## config.mk

```make
export PLATFORM = sky130hd
export DESIGN_NAME = snake_game_ctrl
export DESIGN_NICKNAME = d
export VERILOG_FILES = /design/src/rtl/snake_game_ctrl.sv
export SDC_FILE = /design/constraint.sdc
export NUM_CORES = 1
export LEC_CHECK = 0
export ABC_AREA = 1
export CAP_MARGIN = 20
export CORE_MARGIN = 2
export CORE_UTILIZATION = 50
export CTS_BUF_LIST = sky130_fd_sc_hd__clkbuf_2 sky130_fd_sc_hd__clkbuf_4 sky130_fd_sc_hd__clkbuf_8
export CTS_CLUSTER_SIZE = 16
export DETAILED_ROUTE_END_ITERATION = 16
export PLACE_DENSITY = 0.74
export RECOVER_POWER = 100
export SETUP_SLACK_MARGIN = 0.02
export SLEW_MARGIN = 20
export SYNTH_ARGS = -nofsm -noshare
export SYNTH_HDL_FRONTEND = slang
export SYNTH_SLANG_ARGS = --single-unit
```

## constraint.sdc

```tcl
create_clock -name clk -period 2.75 [get_ports clk]
set_clock_uncertainty 0.05 [all_clocks]
set_input_delay 0.6875 -clock clk [delete_from_list [all_inputs] [get_ports clk]]
set_output_delay 0.6875 -clock clk [all_outputs]
set_load 0.01 [all_outputs]
```

## src/rtl/snake_game_ctrl.sv

```systemverilog
// Snake game sequencer: game state, direction latch, level/speed select and BCD score.
// Optional score-driven speed-up is enabled by defining SNAKE_SCORE_SPEEDUP_EN.
module snake_game_ctrl #(
  parameter logic [27:0] SPEED_L1   = 28'd25_000_000,
  parameter logic [27:0] SPEED_L2   = 28'd12_500_000,
  parameter logic [27:0] SPEED_L3   = 28'd6_250_000,
  parameter logic [6:0]  WIN_SCORE  = 7'd20,
`ifdef SNAKE_SCORE_SPEEDUP_EN
  parameter logic [27:0] SPEED_STEP = 28'd1_000_000,
  parameter logic [27:0] SPEED_MIN  = 28'd2_000_000,
`endif
  parameter logic [27:0] OVER_HOLD  = 28'd50_000_000
) (
  input  logic        clk,
  input  logic        rst,
  input  logic        key_start,
  input  logic        key_pause,
  input  logic [2:0]  key_level,
  input  logic [3:0]  key_dir,
  input  logic        target_ate,
  input  logic        lost,
  output logic [2:0]  game_state,
  output logic [1:0]  dir_state,
  output logic [27:0] mov_speed,
  output logic [3:0]  score_count0,
  output logic [3:0]  score_count1,
  output logic [1:0]  level
);

  localparam logic [2:0] ST_START = 3'd0;
  localparam logic [2:0] ST_CHOOSE = 3'd1;
  localparam logic [2:0] ST_IDLE = 3'd2;
  localparam logic [2:0] ST_PLAY = 3'd3;
  localparam logic [2:0] ST_PAUSE = 3'd4;
  localparam logic [2:0] ST_WIN = 3'd5;
  localparam logic [2:0] ST_OVER = 3'd6;

  localparam logic [1:0] DIR_RIGHT = 2'd3;

  logic [2:0]  r_state, w_state_next;
  logic [1:0]  r_dir, w_dir_next;
  logic [1:0]  r_level, w_level_next;
  logic [27:0] r_speed, w_speed_next;
  logic [3:0]  r_units, w_units_next;
  logic [3:0]  r_tens, w_tens_next;
  logic [27:0] r_hold, w_hold_next;
  logic        r_ate_d;

  logic        w_ate_edge;
  logic        w_score_sat;
  logic [6:0]  w_score_bin;
  logic        w_inc;
  logic        w_wrap;
  logic [1:0]  w_dir_req;
  logic        w_dir_accept;

  assign w_ate_edge  = target_ate & ~r_ate_d;
  assign w_score_sat = (r_tens == 4'd9) && (r_units == 4'd9);
  assign w_score_bin = ({3'b000, r_tens} * 7'd10) + {3'b000, r_units};
  assign w_inc       = (r_state == ST_PLAY) && w_ate_edge && !w_score_sat;
  assign w_wrap      = w_inc && (r_units == 4'd9);

  // key_dir bit index equals the dir_state encoding; lowest bit has priority
  always_comb begin
    w_dir_req = DIR_RIGHT;
    if (key_dir[0])      w_dir_req = 2'd0;
    else if (key_dir[1]) w_dir_req = 2'd1;
    else if (key_dir[2]) w_dir_req = 2'd2;
  end

  assign w_dir_accept = (r_state == ST_PLAY) && (|key_dir) &&
                        (w_dir_req != (r_dir ^ 2'b10));

  always_comb begin
    w_state_next = r_state;
    w_level_next = r_level;
    w_speed_next = r_speed;
    w_hold_next  = '0;
    w_dir_next   = r_dir;
    w_units_next = r_units;
    w_tens_next  = r_tens;

    case (r_state)
      ST_START: begin
        if (key_start) w_state_next = ST_CHOOSE;
      end
      ST_CHOOSE: begin
        if (|key_level) begin
          w_state_next = ST_IDLE;
          w_dir_next   = DIR_RIGHT;
          w_units_next = '0;
          w_tens_next  = '0;
          if (key_level[0]) begin
            w_level_next = 2'd1;
            w_speed_next = SPEED_L1;
          end else if (key_level[1]) begin
            w_level_next = 2'd2;
            w_speed_next = SPEED_L2;
          end else begin
            w_level_next = 2'd3;
            w_speed_next = SPEED_L3;
          end
        end
      end
      ST_IDLE: begin
        w_dir_next   = DIR_RIGHT;
        w_units_next = '0;
        w_tens_next  = '0;
        if (key_start) w_state_next = ST_PLAY;
      end
      ST_PLAY: begin
        if (lost)                            w_state_next = ST_OVER;
        else if (w_score_bin >= WIN_SCORE)   w_state_next = ST_WIN;
        else if (key_pause)                  w_state_next = ST_PAUSE;
        if (w_dir_accept) w_dir_next = w_dir_req;
        if (w_inc) begin
          if (w_wrap) begin
            w_units_next = '0;
            w_tens_next  = r_tens + 4'd1;
          end else begin
            w_units_next = r_units + 4'd1;
          end
        end
`ifdef SNAKE_SCORE_SPEEDUP_EN
        // compare first so the subtract can never undershoot the floor
        if (w_wrap) begin
          if (r_speed >= SPEED_MIN + SPEED_STEP) w_speed_next = r_speed - SPEED_STEP;
          else                                   w_speed_next = SPEED_MIN;
        end
`endif
      end
      ST_PAUSE: begin
        if (key_pause) w_state_next = ST_PLAY;
      end
      ST_WIN: begin
        if (key_start) w_state_next = ST_START;
      end
      ST_OVER: begin
        if (key_start || (r_hold == OVER_HOLD - 28'd1)) w_state_next = ST_START;
        else w_hold_next = r_hold + 28'd1;
      end
      default: w_state_next = ST_START;
    endcase
  end

  always_ff @(posedge clk) begin
    if (!rst) begin
      r_state <= ST_START;
      r_dir   <= DIR_RIGHT;
      r_level <= 2'd1;
      r_speed <= SPEED_L1;
      r_units <= '0;
      r_tens  <= '0;
      r_hold  <= '0;
    end else begin
      r_state <= w_state_next;
      r_dir   <= w_dir_next;
      r_level <= w_level_next;
      r_speed <= w_speed_next;
      r_units <= w_units_next;
      r_tens  <= w_tens_next;
      r_hold  <= w_hold_next;
    end
  end

  // edge detector tracks the input continuously, including through reset
  always_ff @(posedge clk) begin
    r_ate_d <= target_ate;
  end

  assign game_state   = r_state;
  assign dir_state    = r_dir;
  assign mov_speed    = r_speed;
  assign score_count0 = r_units;
  assign score_count1 = r_tens;
  assign level        = r_level;

endmodule

```

# Word-level counts from Yosys, hierarchy flattened

Cells that the tools add are included.

Flip-flop bits (word level): 72
Input bits: 13
Output and inout port bits: 43
Logic and storage cells: 84

Add/subtract/negate cells: 4
Multipliers: 1
$lt $le $gt $ge: 1
Equal/unequal tests: 20
Mux-type cells: 27
Bitwise operators: 5
Reductions and logical operators: 18

Operators with widths:

| cell                                                                   | count |
|---|---|
| 28-bit by 1-bit adder with 28-bit output (second input constant)       | 1 |
| 28-bit by 26-bit == test with 1-bit output (second input constant)     | 1 |
| 3-bit 2-to-1 mux                                                       | 9 |
| 25-bit 2-to-1 mux                                                      | 1 |
| 24-bit 2-to-1 mux                                                      | 1 |
| 4-bit one-hot mux with 3 select lines                                  | 2 |
| 3-bit one-hot mux with 7 select lines                                  | 1 |
| 4-bit 2-to-1 mux                                                       | 5 |
| 2-bit != test (second input constant)                                  | 9 |
| 2-bit 2-to-1 mux                                                       | 5 |
| 3-bit == test (second input constant)                                  | 3 |
| 4-bit by 1-bit adder with 4-bit output (second input constant)         | 2 |
| 4-bit == test (second input constant)                                  | 2 |
| 7-bit by 4-bit adder with 7-bit output                                 | 1 |
| 7-bit by 5-bit >= comparator with 1-bit output (second input constant) | 1 |
| 7-bit AND reduction                                                    | 1 |
| 3-bit by 2-bit == test with 1-bit output (second input constant)       | 2 |
| 1-bit logical AND                                                      | 6 |
| 4-bit by 3-bit multiplier with 6-bit output (second input constant)    | 1 |
| 2-bit one-hot mux with 3 select lines                                  | 1 |
| 3-bit AND reduction                                                    | 2 |
| 3-bit OR reduction                                                     | 2 |
| 4-bit by 3-bit != test with 1-bit output (second input constant)       | 1 |
| 1-bit inverter                                                         | 4 |
| other kinds (11)                                                       | 12 |

# Longest topological paths before layout

Depth in word-level cells: 8
Gate-level depth with buffers: 14
Gate-level depth less buffers: 14

# Least setup slack after synthesis

Ideal clock, no wire load.

Path type: register -> register
Start point: reg r_tens[1] (netlist: score_count1[1])
End point: reg r_state[0] (netlist: game_state[0])
Library setup time: 0.113 ns
Arrival time: 2.176 ns
Data required time: 2.587 ns
Slack: 0.410 ns
Cell stages (with the launch flop): 15
Buffers on the path: 0
Period minus slack after synthesis: 2.340 ns
Path through: dfxtp_1 > ha_1 > ha_1 > fa_1 > nand2_1 > inv_1 > nand3_1 > nand2_1 > nand2_1 > nor2_1 > nand4_1 > nand3_2 > nand2_1 > nand2_1 > nor2_1

Cells in the longest elaborated chain, start to end: 6
Elaborated cells on any way between the ends: 8

Ends and longest elaborated chain:

| element                                            | RTL line | text |
|---|---|---|
| start: declaration                                 | 45       | `logic [3:0] r_tens, w_tens_next;` |
| start signal: assignment                           | 161      | `r_tens <= w_tens_next;` |
| 4-bit by 3-bit multiplier with 6-bit output (*)    | 59       | `assign w_score_bin = ({3'b000, r_tens} * 7'd10) + {3'b000, r_units};` |
| 7-bit by 4-bit adder with 7-bit output (*)         | 59       |  |
| 7-bit by 5-bit >= comparator with 1-bit output (*) | 113      | `else if (w_score_bin >= WIN_SCORE) w_state_next = ST_WIN;` |
| 3-bit 2-to-1 mux                                   | 113      |  |
| 3-bit 2-to-1 mux                                   | 112      | `if (lost) w_state_next = ST_OVER;` |
| 3-bit one-hot mux with 7 select lines              | 83       | `case (r_state)` |
| end signal: assignment                             | 156      | `r_state <= w_state_next;` |
| end: declaration                                   | 40       | `logic [2:0] r_state, w_state_next;` |

Every way passes the cells marked *; elsewhere a longest branch is shown, timed or not.
A chain may end at the register's enable or synchronous reset.

# Worst setup path after layout

Start point: in key_level[0]
End point: reg r_tens[1] (netlist: score_count1[1])

Cells in the longest elaborated chain, start to end: 3

Ends and longest elaborated chain:

| element                              | RTL line | text |
|---|---|---|
| start: declaration                   | 18       | `input logic [2:0] key_level,` |
| 3-bit OR reduction                   | 88       | `if (\|key_level) begin` |
| 2-bit != test (no source line)       | --       |  |
| 4-bit AND reduction (no source line) | --       |  |

Every way passes these cells.

==> impl_metrics.prom <==
# TYPE chip_impl_metric gauge
chip_impl_info{name="run_status",value="complete, no violations"} 1
chip_impl_info{name="ys.flop_type",value="sky130_fd_sc_hd__dfxtp_1"} 1
chip_impl_metric{name="clock_latency",unit="ps"} 290
chip_impl_metric{name="yosys.cell_types.count",unit=""} 41
chip_impl_metric{name="synthMuxAreaShare",unit=""} 0
chip_impl_metric{name="worst-slew-pin-transition",unit="ps"} 701
chip_impl_info{name="most_numerous_cell_in_the_yosys_netlist",value="sky130_fd_sc_hd__nand2_1"} 1
chip_impl_info{name="grt_setup_unrepaired",value="false"} 1
chip_impl_metric{name="crit_fanout",unit=""} 7
chip_impl_metric{name="routed_wl",unit="um"} 6400
chip_impl_metric{name="worstSetupPathDepth",unit=""} 10
chip_impl_metric{name="max-cap-violations",unit=""} 0
chip_impl_info{name="worst_path_dominant_cell_family",value="simple AND/OR/NAND/NOR gates"} 1
chip_impl_metric{name="synth_async_sr_flop_share",unit=""} 0
chip_impl_metric{name="grt_pass1_wl",unit="um"} 11000
chip_impl_metric{name="cts-root-to-sink-buffers",unit=""} 2
chip_impl_info{name="critical_path.startpoint_type",value="primary input"} 1
chip_impl_metric{name="placement_rows",unit=""} 28
chip_impl_metric{name="grt_util_met1",unit=""} 0.277
chip_impl_metric{name="synth_xor_xnor_area_share",unit=""} 0.0429
chip_impl_info{name="endpoint",value="score_count1[1]"} 1
chip_impl_metric{name="drt_iter0_drc",unit=""} 150
chip_impl_metric{name="synth_area_in_compound_gates",unit=""} 0.0743
chip_impl_info{name="worst_setup_path_start",value="key_level[0]"} 1
chip_impl_metric{name="synthesis.area_per_instance",unit="um^2"} 7.09
chip_impl_metric{name="pwr-share-seq",unit=""} 0.394
chip_impl_info{name="synth.area.top_cells",value="sky130_fd_sc_hd__dfxtp_1 31%, sky130_fd_sc_hd__nand2_1 12%, sky130_fd_sc_hd__nor2_1 7.3%"} 1
chip_impl_info{name="synth_top_family_by_area",value="simple AND/OR/NAND/NOR gates"} 1
chip_impl_metric{name="worst_reg2reg_path_depth",unit=""} 14
chip_impl_metric{name="gp_congestion",unit=""} 0.866
chip_impl_metric{name="cts_htree_levels",unit=""} 2
chip_impl_metric{name="final.hold.worst_slack",unit="ps"} 414
chip_impl_metric{name="finalSetupViolCount",unit=""} 0
chip_impl_metric{name="synth_top_cell_area_share",unit=""} 0.314
chip_impl_metric{name="gr-usage-met3",unit=""} 0.0337
chip_impl_metric{name="maxClockFrequency",unit="MHz"} 397
chip_impl_metric{name="sw_frac_of_total",unit=""} 0.348
chip_impl_info{name="worst_r2r_endpoint",value="game_state[0]"} 1
chip_impl_metric{name="gr-total-overflow",unit=""} 0
chip_impl_metric{name="post-route-drc-count",unit=""} 0
chip_impl_metric{name="wire_per_inst",unit="um"} 11.7
chip_impl_metric{name="num_cts_buffers",unit=""} 5
chip_impl_metric{name="max_stage_delay",unit="ps"} 550
chip_impl_metric{name="clkPwrFrac",unit=""} 0.251
chip_impl_info{name="launch_instance_of_the_worst_register_to_register_path",value="score_count1[1]"} 1
chip_impl_metric{name="numPortBuffers",unit=""} 41
chip_impl_metric{name="p_comb_frac",unit=""} 0.355
chip_impl_metric{name="first_global_vias",unit=""} 2471
chip_impl_metric{name="drt_first_pass_iters",unit=""} 4
chip_impl_metric{name="internal_pwr_total",unit="mW"} 1.38
chip_impl_metric{name="vias_per_cell",unit=""} 5.01
chip_impl_metric{name="setup.reg_to_reg.worst_slack",unit="ps"} 360
chip_impl_metric{name="tns",unit="ps"} 0
chip_impl_info{name="cp_cell_sequence",value="dlygate4sd3_1 > nor2_1 > nand2_1 > nor2_2 > nor3_1 > nand2_4 > nor2_2 > inv_2 > nand2_2 > o21ai_1"} 1
chip_impl_metric{name="synth_enable_flop_cells",unit=""} 0
chip_impl_metric{name="drtAntennaViolNets",unit=""} 0
chip_impl_metric{name="worst_setup_hold_path_clk_slew",unit="ps"} 90
chip_impl_metric{name="post-cts-setup-buffer-count",unit=""} 0
chip_impl_metric{name="chipWidth",unit="um"} 82.3
chip_impl_metric{name="power.density_cell_area",unit="nW/um^2"} 600
chip_impl_metric{name="drive_gt1_frac",unit=""} 0.0979
chip_impl_metric{name="ys_ff_latch",unit=""} 48
chip_impl_metric{name="power_switching",unit="mW"} 0.737
chip_impl_metric{name="starting_density_of_the_core",unit=""} 0.518
chip_impl_metric{name="floorplan.core_area",unit="um^2"} 5920
chip_impl_metric{name="max-vdd-ir-drop",unit="mV"} 0.353
chip_impl_info{name="tritoncts_clock_tree",value="done"} 1
chip_impl_info{name="clock-root-buffer",value="sky130_fd_sc_hd__clkbuf_8"} 1
chip_impl_info{name="worst_hold_path_type",value="flop to flop"} 1
chip_impl_metric{name="timing.final.max_slew_violations",unit=""} 0
chip_impl_info{name="synth_top_cells_by_count",value="98 x sky130_fd_sc_hd__nand2_1, 60 x sky130_fd_sc_hd__nor2_1, 48 x sky130_fd_sc_hd__dfxtp_1"} 1
chip_impl_metric{name="num_antenna_cells",unit=""} 0
chip_impl_metric{name="post-route-min-period",unit="ps"} 2520
chip_impl_metric{name="cts.hold.buffers_added",unit=""} 0
chip_impl_info{name="critical_path.endpoint_type",value="flop"} 1
chip_impl_metric{name="slew_limit_headroom",unit=""} 0.529
chip_impl_metric{name="syn_area",unit="um^2"} 3060
chip_impl_info{name="gr-max-usage-layer",value="met2"} 1
chip_impl_metric{name="cp_data_required_time",unit="ps"} 2890
chip_impl_info{name="category_of_the_critical_setup_timing_path",value="primary input to flop"} 1
chip_impl_info{name="synth_top_cell_by_area",value="sky130_fd_sc_hd__dfxtp_1"} 1
chip_impl_info{name="critical_path.slowest_cell",value="sky130_fd_sc_hd__dlygate4sd3_1"} 1
chip_impl_metric{name="die_area",unit="um^2"} 6770
chip_impl_metric{name="syn_inst_count",unit=""} 432
chip_impl_metric{name="synth_fa_ha_area_frac",unit=""} 0.0580
chip_impl_info{name="critical_path.most_common_cell",value="sky130_fd_sc_hd__nor2_2"} 1
chip_impl_metric{name="final_nets",unit=""} 495
chip_impl_metric{name="numClockSinks",unit=""} 48
chip_impl_metric{name="total_leakage_power",unit="nW"} 1.40
chip_impl_metric{name="timing.critical_path.buf_inv",unit=""} 2
chip_impl_metric{name="hpwlAfterDp",unit="um"} 5140
chip_impl_metric{name="io_pins",unit=""} 56
chip_impl_metric{name="worst_ep_arrival_time",unit="ps"} 2660
chip_impl_metric{name="synth_simple_gate_area_frac",unit=""} 0.387
chip_impl_metric{name="synth_seq_area_share",unit=""} 0.314
chip_impl_metric{name="warnings_synthesis",unit=""} 0
chip_impl_metric{name="detailroute.via_count",unit=""} 2732
chip_impl_metric{name="die_height",unit="um"} 82.3
chip_impl_metric{name="finalCritPeriodShare",unit=""} 0.915
chip_impl_metric{name="use_met2",unit=""} 0.352
chip_impl_metric{name="count_of_final_hold_check_violations",unit=""} 0
chip_impl_metric{name="number_of_antenna_violations_at_the_first_check_in_global_routing",unit=""} 0
chip_impl_metric{name="grt_start_max_net_pins",unit=""} 29
chip_impl_metric{name="area.growth.synth_to_final",unit="%"} 15.0
chip_impl_metric{name="globalRouteTotalUtil",unit=""} 0.206
## layout by cell type (no fill, tap or decap), types with 5 or more instances in the layout
cell type / instances
sky130_fd_sc_hd__nor3_1: 12
sky130_fd_sc_hd__xor2_1: 8
sky130_fd_sc_hd__nand3_1: 22
sky130_fd_sc_hd__ha_1: 11
sky130_fd_sc_hd__nand2_1: 98
sky130_fd_sc_hd__inv_2: 6
sky130_fd_sc_hd__xnor2_1: 7
sky130_fd_sc_hd__clkbuf_8: 6
sky130_fd_sc_hd__dfxtp_1: 47
sky130_fd_sc_hd__conb_1: 14
sky130_fd_sc_hd__nor3_2: 5
sky130_fd_sc_hd__a21oi_1: 19
sky130_fd_sc_hd__o21ai_0: 7
sky130_fd_sc_hd__nor2_1: 61
sky130_fd_sc_hd__inv_1: 41
sky130_fd_sc_hd__dlygate4sd3_1: 30
sky130_fd_sc_hd__clkdlybuf4s50_1: 11
sky130_fd_sc_hd__nand4_1: 13
## what timing repair did
| action | CTS | global route |
|---|---|---|
| endpoints found under the setup margin | 0 | 2 |
| resized for setup | 0 | 1 |
| hold endpoints to repair | 0 | 0 |
## worst reg2reg max path: cells and delay by family, from the launching register on
| kind | cells | cell delay, ps |
|---|---|---|
| buffers and inverters | 1 | 50 |
| DFF | 1 | 370 |
| adders and majority gates | 3 | 1030 |
| and+or+nand+nor | 10 | 790 |
## how the worst min path moves through the flow
stage	start	end	slack [ps]	depth (start not counted)
final	r_hold[27]	r_hold[27]	410	2
after global routing	r_hold[27]	r_hold[27]	460	2
after CTS	r_hold[27]	r_hold[27]	420	2
after floorplan	r_hold[27]	r_hold[27]	390	2
after detailed placement	r_hold[27]	r_hold[27]	400	2
after global placement	r_hold[27]	r_hold[27]	400	2
## registers in the layout, summed over array words and instances, names as in the netlist
name          count
score_count1      4
r_hold           28
r_ate_d           1
level             1
mov_speed         5
game_state        3
dir_state         2
score_count0      4
## power by group through the flow
stage | combinational, mW | clock (mW) | sequential [mW]
global route | 0.853 | 0.571 | 0.845
floorplan | 0.549 | 0 | 0.878
CTS | 0.832 | 0.544 | 0.842
global placement | 0.807 | 0 | 0.854
finish | 0.752 | 0.530 | 0.834
detailed placement | 0.829 | 0 | 0.859
## kinds of logic after synthesis
logic type               after synthesis
flip-flops                            48
other                                  2
buffers and inverters                 74
adder cells (fa/ha/maj)               13
AND/OR/NAND/NOR                      241
XOR/XNOR                              15
AO/OA/AOI/OAI                         39
## routing by layer
layer,part of all wire,vias to the layer above
li1,-,1421
met1,0.47,1236
met2,0.47,73
met3,0.060,2
met4,0.0039,0
met5,0,-
## area by class of cell
type | instances | area [um^2]
Tap cell | 75 | 93.8
Timing Repair Buffer | 45 | 438
Clock buffer | 6 | 82.6
Inverter | 47 | 176
Clock inverter | 2 | 38.8
Multi-Input combinational cell | 322 | 1730
Fill cell | 568 | 2400
Sequential cell | 48 | 962
## stage by stage
step / total power [mW] / setup slack (ps) / utilization / std cells / instance area, um^2
after floorplan: 1.43 / 410 / - / 444 / 3110
after global placement: 1.66 / 381 / 0.582 / 537 / 3450
after detailed placement: 1.69 / 278 / 0.582 / 537 / 3450
after CTS: 2.22 / 265 / 0.602 / 545 / 3570
after global routing: 2.27 / 68.9 / 0.595 / 545 / 3520
final: 2.12 / 233 / 0.595 / 545 / 3520
(Power assumes the default switching activity.)
